**src/rtl/bcd_seg_scan.sv**
```systemverilog
`timescale 1ns/1ps
// Three-digit, common-anode seven-segment scanner fed by a packed BCD word.
// New values are committed only at frame boundaries, so a frame never mixes old and new digits.
module bcd_seg_scan #(
    parameter int SCAN_DIV = 50000
) (
    input  logic        clk,
    input  logic        rst,
    input  logic [11:0] bcd_in,
    input  logic        load,
    input  logic        blank_lz,
    output logic        ld_ack,
    output logic [2:0]  an,
    output logic [6:0]  seg
);

    localparam int CW = (SCAN_DIV > 2) ? $clog2(SCAN_DIV) : 1;
    localparam logic [CW-1:0] LAST = CW'(SCAN_DIV - 1);

    generate
        if (SCAN_DIV < 2) begin : g_bad_div
            $error("bcd_seg_scan: SCAN_DIV must be >= 2");
        end
    endgenerate

    typedef enum logic {BLANK, DRIVE} state_t;

    state_t        state, state_n;
    logic [CW-1:0] cnt, cnt_n;
    logic [1:0]    dig, dig_n;
    logic [11:0]   disp, disp_n, pend;
    logic          pend_valid;
    logic          wrap, commit, ack_n, blank_dig;
    logic [3:0]    nib;
    logic [2:0]    an_n;
    logic [6:0]    seg_n;

    function automatic logic [6:0] encode(input logic [3:0] n);
        case (n)
            4'd0:    encode = 7'h40;
            4'd1:    encode = 7'h79;
            4'd2:    encode = 7'h24;
            4'd3:    encode = 7'h30;
            4'd4:    encode = 7'h19;
            4'd5:    encode = 7'h12;
            4'd6:    encode = 7'h02;
            4'd7:    encode = 7'h78;
            4'd8:    encode = 7'h00;
            4'd9:    encode = 7'h10;
            default: encode = 7'h3F;
        endcase
    endfunction

    // Outputs are registered from the next-cycle scan position so an/seg line up with cnt/dig.
    always_comb begin
        wrap    = (state == DRIVE) && (cnt == LAST);
        commit  = wrap && (dig == 2'd2);
        cnt_n   = wrap ? '0 : cnt + CW'(1);
        dig_n   = dig;
        if (wrap) dig_n = (dig == 2'd2) ? 2'd0 : dig + 2'd1;
        state_n = wrap ? BLANK : DRIVE;

        disp_n = disp;
        ack_n  = 1'b0;
        if (commit) begin
            if (load) begin
                disp_n = bcd_in;
                ack_n  = 1'b1;
            end else if (pend_valid) begin
                disp_n = pend;
                ack_n  = 1'b1;
            end
        end

        case (dig_n)
            2'd0:    nib = disp_n[3:0];
            2'd1:    nib = disp_n[7:4];
            default: nib = disp_n[11:8];
        endcase

        // A dash is not a zero, so an invalid hundreds digit keeps the tens visible.
        blank_dig = 1'b0;
        if (blank_lz) begin
            if (dig_n == 2'd2)
                blank_dig = (disp_n[11:8] == 4'd0);
            else if (dig_n == 2'd1)
                blank_dig = (disp_n[11:8] == 4'd0) && (disp_n[7:4] == 4'd0);
        end

        an_n  = 3'b111;
        seg_n = 7'h7F;
        if (state_n == DRIVE) begin
            an_n  = ~(3'b001 << dig_n);
            seg_n = blank_dig ? 7'h7F : encode(nib);
        end
    end

    always_ff @(posedge clk or posedge rst) begin
        if (rst) begin
            state      <= BLANK;
            cnt        <= '0;
            dig        <= 2'd0;
            disp       <= 12'h000;
            pend       <= 12'h000;
            pend_valid <= 1'b0;
            ld_ack     <= 1'b0;
            an         <= 3'b111;
            seg        <= 7'h7F;
        end else begin
            state  <= state_n;
            cnt    <= cnt_n;
            dig    <= dig_n;
            disp   <= disp_n;
            ld_ack <= ack_n;
            an     <= an_n;
            seg    <= seg_n;
            if (commit) begin
                pend_valid <= 1'b0;
            end else if (load) begin
                pend       <= bcd_in;
                pend_valid <= 1'b1;
            end
        end
    end

endmodule

```
**config.mk**
```make
export PLATFORM = sky130hd
export DESIGN_NAME = bcd_seg_scan
export DESIGN_NICKNAME = d
export VERILOG_FILES = /design/src/rtl/bcd_seg_scan.sv
export SDC_FILE = /design/constraint.sdc
export NUM_CORES = 1
export LEC_CHECK = 0
export BUFFER_PORTS_ARGS = -buffer_cell sky130_fd_sc_hd__buf_2
export CAP_MARGIN = 5
export CORE_ASPECT_RATIO = 0.9
export CORE_MARGIN = 3
export CORE_UTILIZATION = 45
export CTS_CLUSTER_DIAMETER = 50
export CTS_CLUSTER_SIZE = 12
export DETAILED_ROUTE_END_ITERATION = 7
export RECOVER_POWER = 100
export SETUP_SLACK_MARGIN = 0.4
export SLEW_MARGIN = 15
export SYNTH_ARGS = -nofsm -noshare
export SYNTH_HDL_FRONTEND = slang
export SYNTH_SLANG_ARGS = --single-unit
```
**constraint.sdc**
```tcl
create_clock -name clk -period 6.1 [get_ports clk]
set_clock_uncertainty 0.1 [all_clocks]
set_input_delay 0.915 -clock clk [delete_from_list [all_inputs] [get_ports clk]]
set_output_delay 0.915 -clock clk [all_outputs]
set_load 0.03 [all_outputs]
```
== Word-level counts from Yosys, hierarchy flattened ==
Memories as Yosys holds them, arrays and structs flattened.
Index checks and enable logic that the tools add are counted.

* Register bits after elaboration: 55
* Memory bits (read-only): 112
* Word-level logic and storage cells: 46
* Memories: 1

{| class="wikitable"
|+ Memory list
! name !! depth !! bits a word !! read ports !! clocked after Yosys merged registers in !! write ports !! RTL line !! source
|-
| (name not given) || 16 || 7 || 1 || 0 || 0 || 39 || <nowiki>case (n)</nowiki>
|}

* Shifts and indexed selects: 1
* $add $sub $neg: 2
* Bitwise logic cells: 2
* Reduce and logical (&&, ||, !) cells: 8
* Muxes and demuxes: 19
* Equal/unequal tests: 4

{| class="wikitable"
|+ Operator list
! operator !! count
|-
| $mux W12 || 3
|-
| $add A16 B1 Y16 const B || 1
|-
| $eq A16 B16 Y1 const B || 1
|-
| $mux W16 || 1
|-
| $mux W7 || 2
|-
| $mux W1 || 9
|-
| $logic_not A4 Y1 || 2
|-
| $pmux W4 S2 || 1
|-
| $eq A2 B2 Y1 const B || 2
|-
| $mux W2 || 2
|-
| $logic_and A1 B1 Y1 || 3
|-
| $mux W3 || 1
|-
| $not A3 Y3 || 1
|-
| $shl A1 B2 Y3 const A || 1
|-
| $add A2 B1 Y2 const B || 1
|-
| $eq A2 B1 Y1 const B || 1
|-
| $logic_not A2 Y1 || 1
|-
| $reduce_and A2 Y1 || 1
|-
| $reduce_bool A2 Y1 || 1
|-
| $not A1 Y1 || 1
|}

== Logic depth before layout (Yosys ltp) ==
* Depth in word-level cells: 11
* Mapped depth: 12
* Mapped depth without buffers: 12

== Worst setup path before layout ==
Ideal clock, no wire load.

* Path type: input to register
* Start: input load
* End: register seg[3]
* Path slack: 3023 ps
* Arrival: 2895 ps
* Buffers on the path: 1
* Data required time: 5919 ps
* Cell stages on the path: 12
* Cells stage by stage: clkbuf_1 nor2_1 and2_1 a41oi_1 nand3_1 nor3_1 a211oi_1 inv_1 ha_1 inv_1 mux2i_1 o211ai_1

{| class="wikitable"
|+ RTL lines
! what !! RTL line !! source
|-
| start: declaration || 10 || <nowiki>input logic load,</nowiki>
|-
| $mux W12 || 66 || <nowiki>if (load) begin</nowiki>
|-
| $mux W12 || 65 || <nowiki>if (commit) begin</nowiki>
|-
| named net disp_n[0] || 31 || <nowiki>logic [11:0] disp, disp_n, pend;</nowiki>
|-
| $pmux W4 S2 || 75 || <nowiki>case (dig_n)</nowiki>
|-
| $mem_v2 Z16 W7 || n/a ||
|-
| $mux W7 || 94 || <nowiki>seg_n = blank_dig ? 7'h7F : encode(nib);</nowiki>
|-
| $mux W7 || 92 || <nowiki>if (state_n == DRIVE) begin</nowiki>
|-
| named net seg_n[3] || 36 || <nowiki>logic [6:0] seg_n;</nowiki>
|-
| end signal: assignment || 116 || <nowiki>seg <= seg_n;</nowiki>
|-
| end: declaration || 14 || <nowiki>output logic [6:0] seg</nowiki>
|}

The timed path passes the listed nets, and every way through them passes these cells.
A chain may end at the register's enable or synchronous reset.

== Worst setup path after layout ==
* Start: register cnt[12]
* End: register seg[3]

* Longest elaborated chain between the ends: 11

{| class="wikitable"
|+ Ends and longest elaborated chain
! what !! RTL line !! source
|-
| start: declaration || 29 || <nowiki>logic [CW-1:0] cnt, cnt_n;</nowiki>
|-
| start signal: assignment || 111 || <nowiki>cnt <= cnt_n;</nowiki>
|-
| $eq A16 B16 Y1 (*) || 56 || <nowiki>wrap = (state == DRIVE) && (cnt == LAST);</nowiki>
|-
| $logic_and A1 B1 Y1 (*) || 56 ||
|-
| parallel branches: the longest is 8 deep, another holds $mem_v2 Z16 W7 || n/a ||
|-
| $mux W7 (*) || 92 ||
|-
| named net seg_n[3] || 36 ||
|}

Mark *: on every way through the listed nets, which the timed path passes.

==> impl_metrics.env <==
export IMPL_violations="capacitance limit, slew limit"
export IMPL_crit_fanout=7
export IMPL_clk_pin_slew_ns=0.09
export IMPL_fin_tns_setup_ns=0
export IMPL_path_delay_family="simple AND/OR/NAND/NOR gates"
export IMPL_p_int_uw=508
export IMPL_netlist_instances=286
export IMPL_grt_max_degree=56
export IMPL_ys_ff_latch=55
export IMPL_hpwl_um=4490
export IMPL_p_clk_frac=0.356
export IMPL_fillCellCount=599
export IMPL_crit_type="reg2reg"
export IMPL_core_um2=6180
export IMPL_status="finished, violations left"
export IMPL_rsz0062_at_grt="no"
export IMPL_dr_pass1_iters=4
export IMPL_hold_class="reg2reg"
export IMPL_die_width_um=90.6
export IMPL_cp_slowest_cell="nor3_1"
export IMPL_synth_async_sr_flop_share=1.00
export IMPL_worst_setup_path_end_kind="flip-flop"
export IMPL_cts_hold_buf=0
export IMPL_max_cap_viol_count=1
export IMPL_syn_num_nets=309
export IMPL_synth_area_top_cells="dfrtp_1 (39%), dfstp_2 (9.1%), mux2_2 (4.7%)"
export IMPL_max_freq_mhz=240
export IMPL_nets=336
export IMPL_seqPwrFrac=0.583
export IMPL_instances_no_fill=401
export IMPL_synth_most_common_cell="dfrtp_1"
export IMPL_antenna_found_initial=0
export IMPL_fin_area_um2=3190
export IMPL_finish_utilization=0.515
export IMPL_drt_iter0_drc=160
export IMPL_area_growth_pct=9.84
export IMPL_post_synth_top_area_cell="dfrtp_1"
export IMPL_fp_dieH_um=82.2
export IMPL_synth_edf_count=0
export IMPL_grt_pass1_wl_um=10600
export IMPL_yosys_warnings=0
export IMPL_track_usage=0.180
export IMPL_cts_sinks=55
export IMPL_critPathArrivalTime_ns=4.30
export IMPL_diodes=0
export IMPL_grt_overflow_total=0
export IMPL_maxSlewViolCount=56
export IMPL_synth_area_per_cell_um2=10.1
export IMPL_ioPinCount=27
export IMPL_cts_resized=0
export IMPL_max_slew_margin=-0.872
export IMPL_ant_nets=0
export IMPL_wl_um=6220
export IMPL_path_cells="or4b_1 -> nor3_1 -> nand2_1 -> o21ai_0 -> nor3_1 -> a211oi_1 -> inv_1 -> ha_1 -> inv_1 -> mux2i_1 -> o211ai_1"
export IMPL_worst_slew_pin_slew_ns=2.81
export IMPL_die_area_um2=7450
export IMPL_clock_path_buffers=2
export IMPL_min_period_ns=4.17
export IMPL_clk_latency_ns=0.31
export IMPL_core_rowCount=27
export IMPL_post_cts_setup_buffers=0
export IMPL_fin_crit_sh=0.683
export IMPL_synth_distinct_cells=57
export IMPL_synthTopCellsByCount="dfrtp_1 (45), nand2_1 (29), nor2_1 (28)"
export IMPL_ir_worst_vdd_v=0.000165
export IMPL_setup_viol=0
export IMPL_netlist_area_um2=2900
export IMPL_vias_per_cell=5.51
export IMPL_powerDensity_nw_per_um2=205
export IMPL_path_buf_inv=2
export IMPL_worstSetupStartpointType="flip-flop"
export IMPL_dpl_cell_count=393
export IMPL_p_switching_uw=145
export IMPL_cts_tree="done"
export IMPL_max_stage_delay_ns=0.76
export IMPL_cts_root_buf="clkbuf_8"
export IMPL_postPlaceCellArea_um2=3120
export IMPL_io_buffer_count=26
export IMPL_final_hold_violation_count=0
export IMPL_p_comb_frac=0.061
export IMPL_switching_share=0.222
export IMPL_leakage_nw=1.36
export IMPL_synth_top_cell_area_share=0.388
export IMPL_htreeDepth=2
export IMPL_drc_errors=0
export IMPL_first_global_vias=2147
export IMPL_gp_congestion=0.914
export IMPL_drive_gt1_frac=0.185
export IMPL_vias=2208
export IMPL_synth_flop_cell="dfrtp_1"
export IMPL_required_ns=6.23
export IMPL_yosysSeqAreaShare=0.479
export IMPL_initial_core_util=0.469
export IMPL_wire_per_inst_um=15.5
export IMPL_cts_buffers=5
## worst paths after layout
| kind | from | to | slack [ns] | cells past startpoint |
|---|---|---|---|---|
| max | cnt[12]$_DFF_PP0_ | seg[3]$_DFF_PP1_ | 1.93 | 11 |
| min | cnt[0]$_DFF_PP0_ | cnt[0]$_DFF_PP0_ | 0.37 | 1 |
| max reg2reg | cnt[12]$_DFF_PP0_ | seg[3]$_DFF_PP1_ | 1.93 | 11 |
| min reg2reg | cnt[0]$_DFF_PP0_ | cnt[0]$_DFF_PP0_ | 0.37 | 1 |
| max in group asynchronous | rst | ld_ack$_DFF_PP0_ | 2.75 | 3 |
| min in group asynchronous | rst | cnt[10]$_DFF_PP0_ | 1.56 | 3 |
## routing by layer
metal	up-vias	routed length, µm	GRT usage
met5	-	0	0
met4	0	121	0.0719
met3	9	286	0.0308
met2	60	2720	0.282
met1	1068	3090	0.252
li1	1071	-	-
## cells by family (layout without fill, tap and decap cells)
group | Yosys count | count (layout) | share of synthesized area
and+or+nand+nor | 126 | 126 | 0.235
DFF | 55 | 55 | 0.479
AOI/OAI and AO/OA | 49 | 49 | 0.128
buffers and inverters | 19 | 47 | 0.0259
muxes | 16 | 16 | 0.0604
xor gates and xnor gates | 14 | 14 | 0.0423
adders and majority gates | 7 | 7 | 0.0302
## sequential cells by signal, indices dropped and copies added (netlist names)
signal and count:
an 3, pend_valid 1, disp 12, ld_ack 1, state 1, dig 2, cnt 16, seg 7
pend 12
## per-stage QoR
step	hold WS, ns	power (mW)	setup slack [ns]
floorplan	0.333	0.414	3.02
global placement	0.359	0.428	2.44
detailed placement	0.364	0.429	2.35
CTS	0.378	0.663	2.57
global route	0.386	0.682	1.62
finish	0.375	0.653	1.93
## final cells by class
type / instances / area, µm² / area share
Inverter: 12 / 45.0 / 0.0141
Timing Repair Buffer: 27 / 120 / 0.0377
Sequential cell: 55 / 1390 / 0.436
Tap cell: 87 / 109 / 0.0342
Clock buffer: 7 / 108 / 0.0338
Clock inverter: 1 / 5.00 / 0.00157
Multi-Input combinational cell: 212 / 1410 / 0.443
## power by group through the flow
| stage | Sequential, mW | Clock (mW) | Combinational [mW] |
|---|---|---|---|
| 2_1_floorplan | 0.386 | 0 | 0.0286 |
| 3_3_place_gp | 0.387 | 0 | 0.0408 |
| 3_5_place_dp | 0.388 | 0 | 0.0412 |
| 4_1_cts | 0.381 | 0.241 | 0.0413 |
| 5_1_grt | 0.382 | 0.254 | 0.0452 |
| 6_report | 0.381 | 0.232 | 0.0397 |
## cell usage in the layout (no fill, tap or decap), types with 3 or more instances in the layout
cell type  count
xor2_1         4
xnor2_1       10
nor3_1        16
nor2b_1        4
or2_2          3
mux2i_1        4
dfrtp_1       45
nor2_1        28
mux2_2        12
inv_1         12
and3_1         9
clkbuf_1      12
nand2b_1       3
o21ai_0       11
o211ai_1       5
a21oi_1        7
nand3_1       14
nand2_1       30
buf_2         15
a32oi_1        4
clkbuf_8       6
ha_1           7
dfstp_2       10
(Power assumes the default switching activity.)
